===== config.mk =====
export PLATFORM = sky130hd
export DESIGN_NAME = shift_sub_divider_flat
export DESIGN_NICKNAME = d
export VERILOG_FILES = /design/src/rtl/shift_sub_divider_if.sv /design/src/rtl/shift_sub_divider.sv /design/src/flat_wrapper.sv
export SDC_FILE = /design/constraint.sdc
export NUM_CORES = 1
export LEC_CHECK = 0
export ABC_AREA = 1
export CORE_MARGIN = 5
export CORE_UTILIZATION = 28
export DETAILED_ROUTE_END_ITERATION = 16
export GPL_TIMING_DRIVEN = 1
export PLACE_DENSITY_LB_ADDON = 0.25
export SETUP_SLACK_MARGIN = 0.05
export SYNTH_ARGS = -nofsm -noshare
export SYNTH_HDL_FRONTEND = slang
export SYNTH_SLANG_ARGS = --single-unit

===== constraint.sdc =====
create_clock -name clk -period 1.5 [get_ports clk]
set_clock_uncertainty 0.2 [all_clocks]
set_input_delay 0.225 -clock clk [delete_from_list [all_inputs] [get_ports clk]]
set_output_delay 0.225 -clock clk [all_outputs]
set_load 0.02 [all_outputs]

===== src/rtl/shift_sub_divider_if.sv =====
// Request/result bundle for shift_sub_divider: operands and start in, quotient,
// remainder and status out.
interface shift_sub_divider_if #(parameter int N = 8);
   logic             start;
   logic [N-1:0]     dividend;
   logic [N/2-1:0]   divisor;
   logic [N/2-1:0]   quotient;
   logic [N/2-1:0]   remainder;
   logic             busy;
   logic             done;
   logic             ovf;

   modport master (
      output start, dividend, divisor,
      input  quotient, remainder, busy, done, ovf
   );

   modport slave (
      input  start, dividend, divisor,
      output quotient, remainder, busy, done, ovf
   );
endinterface


===== src/rtl/shift_sub_divider.sv =====
// Restoring shift/subtract divider: N-bit dividend / (N/2)-bit divisor, one quotient bit per cycle.
// Define SHIFT_SUB_DIVIDER_OVF_DETECT_EN to add the CHECK state and the ovf flag.
module shift_sub_divider #(
   parameter int N = 8
) (
   input logic                clk,
   input logic                rst,
   shift_sub_divider_if.slave bus
);
   localparam int HW = N / 2;
   localparam int CW = $clog2(HW) + 1;
   localparam logic [CW-1:0] LAST = CW'(HW - 1);

   typedef enum logic [1:0] {
      IDLE  = 2'd0,
`ifdef SHIFT_SUB_DIVIDER_OVF_DETECT_EN
      CHECK = 2'd1,
`endif
      CALC  = 2'd2,
      DONE  = 2'd3
   } state_t;

   state_t st, nxt;

   // A is only HW bits wide here: its top bit is zero after every load and every
   // accepted subtraction, so it never needs storage.
   logic [HW-1:0] a;
   logic [HW-1:0] q;
   logic [HW-1:0] d;
   logic [CW-1:0] cnt;
   logic [HW:0]   t;
   logic [HW:0]   dx;
   logic          busy_c;
   logic          done_c;

   assign t  = {a, q[HW-1]};
   assign dx = {1'b0, d};

`ifdef SHIFT_SUB_DIVIDER_OVF_DETECT_EN
   logic ovf_r;
   logic ovf_hit;
   // a still holds the dividend's upper half while in CHECK
   assign ovf_hit = (d == '0) || (a >= d);
   assign bus.ovf = ovf_r;
`else
   assign bus.ovf = 1'b0;
`endif

   always_ff @(posedge clk) begin
      if (rst) st <= IDLE;
      else     st <= nxt;
   end

   always_comb begin
      nxt    = st;
      busy_c = 1'b1;
      done_c = 1'b0;
      case (st)
         IDLE: begin
            busy_c = 1'b0;
`ifdef SHIFT_SUB_DIVIDER_OVF_DETECT_EN
            if (bus.start) nxt = CHECK;
`else
            if (bus.start) nxt = CALC;
`endif
         end
`ifdef SHIFT_SUB_DIVIDER_OVF_DETECT_EN
         CHECK: nxt = ovf_hit ? DONE : CALC;
`endif
         CALC:  if (cnt == LAST) nxt = DONE;
         DONE: begin
            done_c = 1'b1;
            nxt    = IDLE;
         end
         default: nxt = IDLE;
      endcase
   end

   always_ff @(posedge clk) begin
      if (rst) begin
         a   <= '0;
         q   <= '0;
         d   <= '0;
         cnt <= '0;
`ifdef SHIFT_SUB_DIVIDER_OVF_DETECT_EN
         ovf_r <= 1'b0;
`endif
      end else begin
         case (st)
            IDLE: if (bus.start) begin
               a   <= bus.dividend[N-1:HW];
               q   <= bus.dividend[HW-1:0];
               d   <= bus.divisor;
               cnt <= '0;
`ifdef SHIFT_SUB_DIVIDER_OVF_DETECT_EN
               ovf_r <= 1'b0;
`endif
            end
`ifdef SHIFT_SUB_DIVIDER_OVF_DETECT_EN
            CHECK: begin
               ovf_r <= ovf_hit;
               cnt   <= '0;
            end
`endif
            CALC: begin
               if (t >= dx) begin
                  a <= HW'(t - dx);
                  q <= {q[HW-2:0], 1'b1};
               end else begin
                  a <= t[HW-1:0];
                  q <= {q[HW-2:0], 1'b0};
               end
               cnt <= cnt + CW'(1);
            end
            default: ;
         endcase
      end
   end

   assign bus.quotient  = q;
   assign bus.remainder = a;
   assign bus.busy      = busy_c;
   assign bus.done      = done_c;
endmodule

===== src/flat_wrapper.sv =====
// flat-port wrapper written by rule: the top's interface ports become plain ports
module shift_sub_divider_flat 
#(
   parameter int N = 8
)
  (clk, rst, bus_start, bus_dividend, bus_divisor, bus_quotient, bus_remainder, bus_busy, bus_done, bus_ovf);
  shift_sub_divider_if #(.N(N)) bus_i ();
  input logic clk;
  input logic rst;
  input wire logic [$bits(bus_i.start)-1:0] bus_start;
  input wire logic [$bits(bus_i.dividend)-1:0] bus_dividend;
  input wire logic [$bits(bus_i.divisor)-1:0] bus_divisor;
  output wire logic [$bits(bus_i.quotient)-1:0] bus_quotient;
  output wire logic [$bits(bus_i.remainder)-1:0] bus_remainder;
  output wire logic [$bits(bus_i.busy)-1:0] bus_busy;
  output wire logic [$bits(bus_i.done)-1:0] bus_done;
  output wire logic [$bits(bus_i.ovf)-1:0] bus_ovf;
  assign bus_i.start = bus_start;
  assign bus_i.dividend = bus_dividend;
  assign bus_i.divisor = bus_divisor;
  assign bus_quotient = bus_i.quotient;
  assign bus_remainder = bus_i.remainder;
  assign bus_busy = bus_i.busy;
  assign bus_done = bus_i.done;
  assign bus_ovf = bus_i.ovf;
  shift_sub_divider #(.N(N)) u_core (.clk(clk), .rst(rst), .bus(bus_i));
endmodule

==> impl_results.md <==
* Pin count of the biggest net entering global routing at 14
* Num rows at 21
* Min Hold Slack at 0.264 ns
* Drt first pass iters at 5
* Crit Path Category: register to register
* Reg2reg path depth at 6
* Die width at 68.2 microns
* Max-cap violations at 0
* First-pass GRT wire length at 4.28 mm
* Post-synth EDFFs at 0
* Root Buffer: clkbuf_4
* Maximum vdd drop at 521 uV
* Failing checks: negative setup slack
* Placed cell count at 206
* Max Fanout on Critical Path at 2
* Layout Nets at 188
* Final critical-path setup slack at -0.0634 ns
* Number of global-route vias before repair at 1,002
* DR vias/cell at 4.61
* Worst Hold Class: register to register
* Syn Nets at 143
* Yosys warning count at 0
* Post-Synthesis Cell Area at 948 sq um
* Initial Utilization at 28.6%
* WL/cell at 12.0 microns
* CTS Buf Count at 3
* Post-DP HPWL at 1.96 mm
* Crit path from: u_core.bus.quotient[3]
* Hold Startpoint: u_core.cnt[0]
* # setup viols final at 4
* Aggregate global routing overflow at 0
* Synth Register Bits at 17
* P&R area growth vs syn at 61.1%
* # DRC at 0
* Reg clk slew, reported paths at 0.11 ns
* LEAKAGE at 0.650 nW
* Startpoint type of the worst setup path: register
* Post-Syn Instances at 121
* Final GP Congestion at 0.865
* Final slew viol count at 0
* Max Fclk at 640 MHz
* Post-route minimum period at 1.56 ns
* Core area at 3310 sq um
* Fin crit share at 104%
* Avg Synthesized Cell Area at 7.84 sq um
* Bufs on Longest Clock Path at 2
* ANT cells at 0
* Die height at 68.2 microns
* Fraction of layout cells with a size suffix above 1 at 47.9%
* Pwr Density at 937 nW/um^2
* H-tree depth at 1
* I/O Buffers at 24
* Final ANT Viol Nets at 0
* # IOs at 26
* Final hold vios at 0
* Non-Filler Instances at 211
* CTS tree: yes
* Die area at 4650 sq um
* Clock Latency Late Sink at 0.30 ns
* Share of flip-flops with an asynchronous set or reset at 0%
* Clock sink count at 17
* Via Count at 973
* Drt initial violations at 36
* Crit path DAT at 1.55 ns
* Post-detailed-routing wire length at 2.53 mm
* Critical Path RT at 1.49 ns
* Sequential-to-total area share from yosys stat at 35.9%
* GRT Total Usage at 12.1%
* RSZ-0062 raised after global routing: true
* Status: finished, violations left
* Initial antenna violation count at 0
* Hold Crit Depth at 1
* Distinct cell type count after synthesis at 26
* R2R Path Start: u_core.bus.quotient[3]
* CP endpoint kind: register
* Top FF cell, synth: dfxtp_1
## cell usage after synthesis, types with 2 or more instances
master   count  area (sq um)
o21ai_0      7          35.0
buf_6        2          22.5
inv_2        3          11.3
a31oi_1      2          12.5
ha_1         6          75.1
a21oi_1     15          75.1
nor2_1       7          26.3
nand2_2      2          12.5
nand2_1     17          63.8
a22oi_1      2          15.0
nand3_1      8          40.0
inv_1       15          56.3
nor2_4       2          22.5
o21ai_1      4          20.0
dfxtp_1     17           340
nand2_4      2          22.5
## cells in the final DEF (no fill, tap or decap), types with 2 or more instances in the layout
master,count
ha_1,2
a31oi_1,2
nor2_4,3
a21oi_1,10
clkdlybuf4s50_1,14
dfxtp_4,2
buf_6,2
nand2_2,4
o21ai_0,7
ha_4,4
buf_4,17
a21oi_2,5
o21ai_1,4
clkbuf_4,3
nor2_1,6
nand2_1,13
inv_2,3
clkbuf_2,4
inv_4,3
nand3_2,3
inv_1,11
dfxtp_1,8
dfxtp_2,7
a22oi_1,2
nand2_4,3
buf_2,5
nand3_1,5
## sequential cells by signal, summed over array words and instances (netlist names)
| name | cells |
|---|---|
| u_core.st | 2 |
| u_core.d | 4 |
| u_core.bus.remainder | 4 |
| u_core.cnt | 3 |
| u_core.bus.quotient | 4 |
## layout make-up
type	count	area (sq um)
tap	46	57.6
multi-input combinational	82	639
clock buffer	3	22.5
inverter	18	80.1
clock inverter	1	5.00
sequential	17	357
timing repair buffer	44	367
fill	359	1780
## path summary, 6_finish.rpt
check	endpoint	slack, ns
worst max-delay path	u_core.bus.remainder[1]	-0.06
worst max register to register	u_core.bus.remainder[1]	-0.06
worst min register to register	u_core.cnt[0]	0.26
worst min-delay path	u_core.cnt[0]	0.26
## timing repair
action,CTS,global route
pin swaps,10,10
gates resized for setup,40,28
buffers inserted,2,0
cloned,0,0
endpoints found under the setup margin,17,13
hold buffers,0,0
## layer usage
layer / global-route usage, % / share of wire [%] / vias to the layer above
met5: 0 / 0 / -
met2: 20.6 / 50 / 32
met1: 14.5 / 43 / 452
met3: 4.11 / 6.1 / 2
li1: - / - / 487
met4: 3.23 / 0.99 / 0
## power breakdown
group	switching, mW	total, mW	leakage, nW	internal [mW]
combinational	0.344	0.642	0.489	0.298
sequential	0.0373	0.535	0.144	0.497
clock	0.155	0.254	0.0177	0.0993
## critical path, cell delays in order (launching register included)
cell,delay (ns)
dfxtp_4,0.37
inv_4,0.04
ha_4,0.15
fa_2,0.53
nand2_2,0.05
nand3_2,0.07
a21oi_2,0.05
## stage by stage
| stage | TNS [ns] | total power, mW | instance area (sq um) | setup slack (ns) | util, % |
|---|---|---|---|---|---|
| floorplan | -0.0532 | 0.877 | 1000 | -0.0392 | - |
| global placement | -0.187 | 1.09 | 1420 | -0.0511 | 42.9 |
| detailed placement | -0.436 | 1.10 | 1420 | -0.0732 | 42.9 |
| CTS | -0.191 | 1.38 | 1470 | -0.0803 | 44.3 |
| global route | -0.527 | 1.54 | 1530 | -0.147 | 46.1 |
| finish | -0.172 | 1.43 | 1530 | -0.0634 | 46.1 |
## cells by family after synthesis
family                   count (synthesis)  share of synthesized area (%)
AND/OR/NAND/NOR                         40                           21.4
other                                    1                          0.395
buffers and inverters                   22                           10.8
adder cells (fa/ha/maj)                  7                           10.0
AO/OA/AOI/OAI                           33                           20.6
XOR/XNOR                                 1                          0.924
flip-flops                              17                           35.9
No activity file was read; power rests on OpenSTA's default activity.
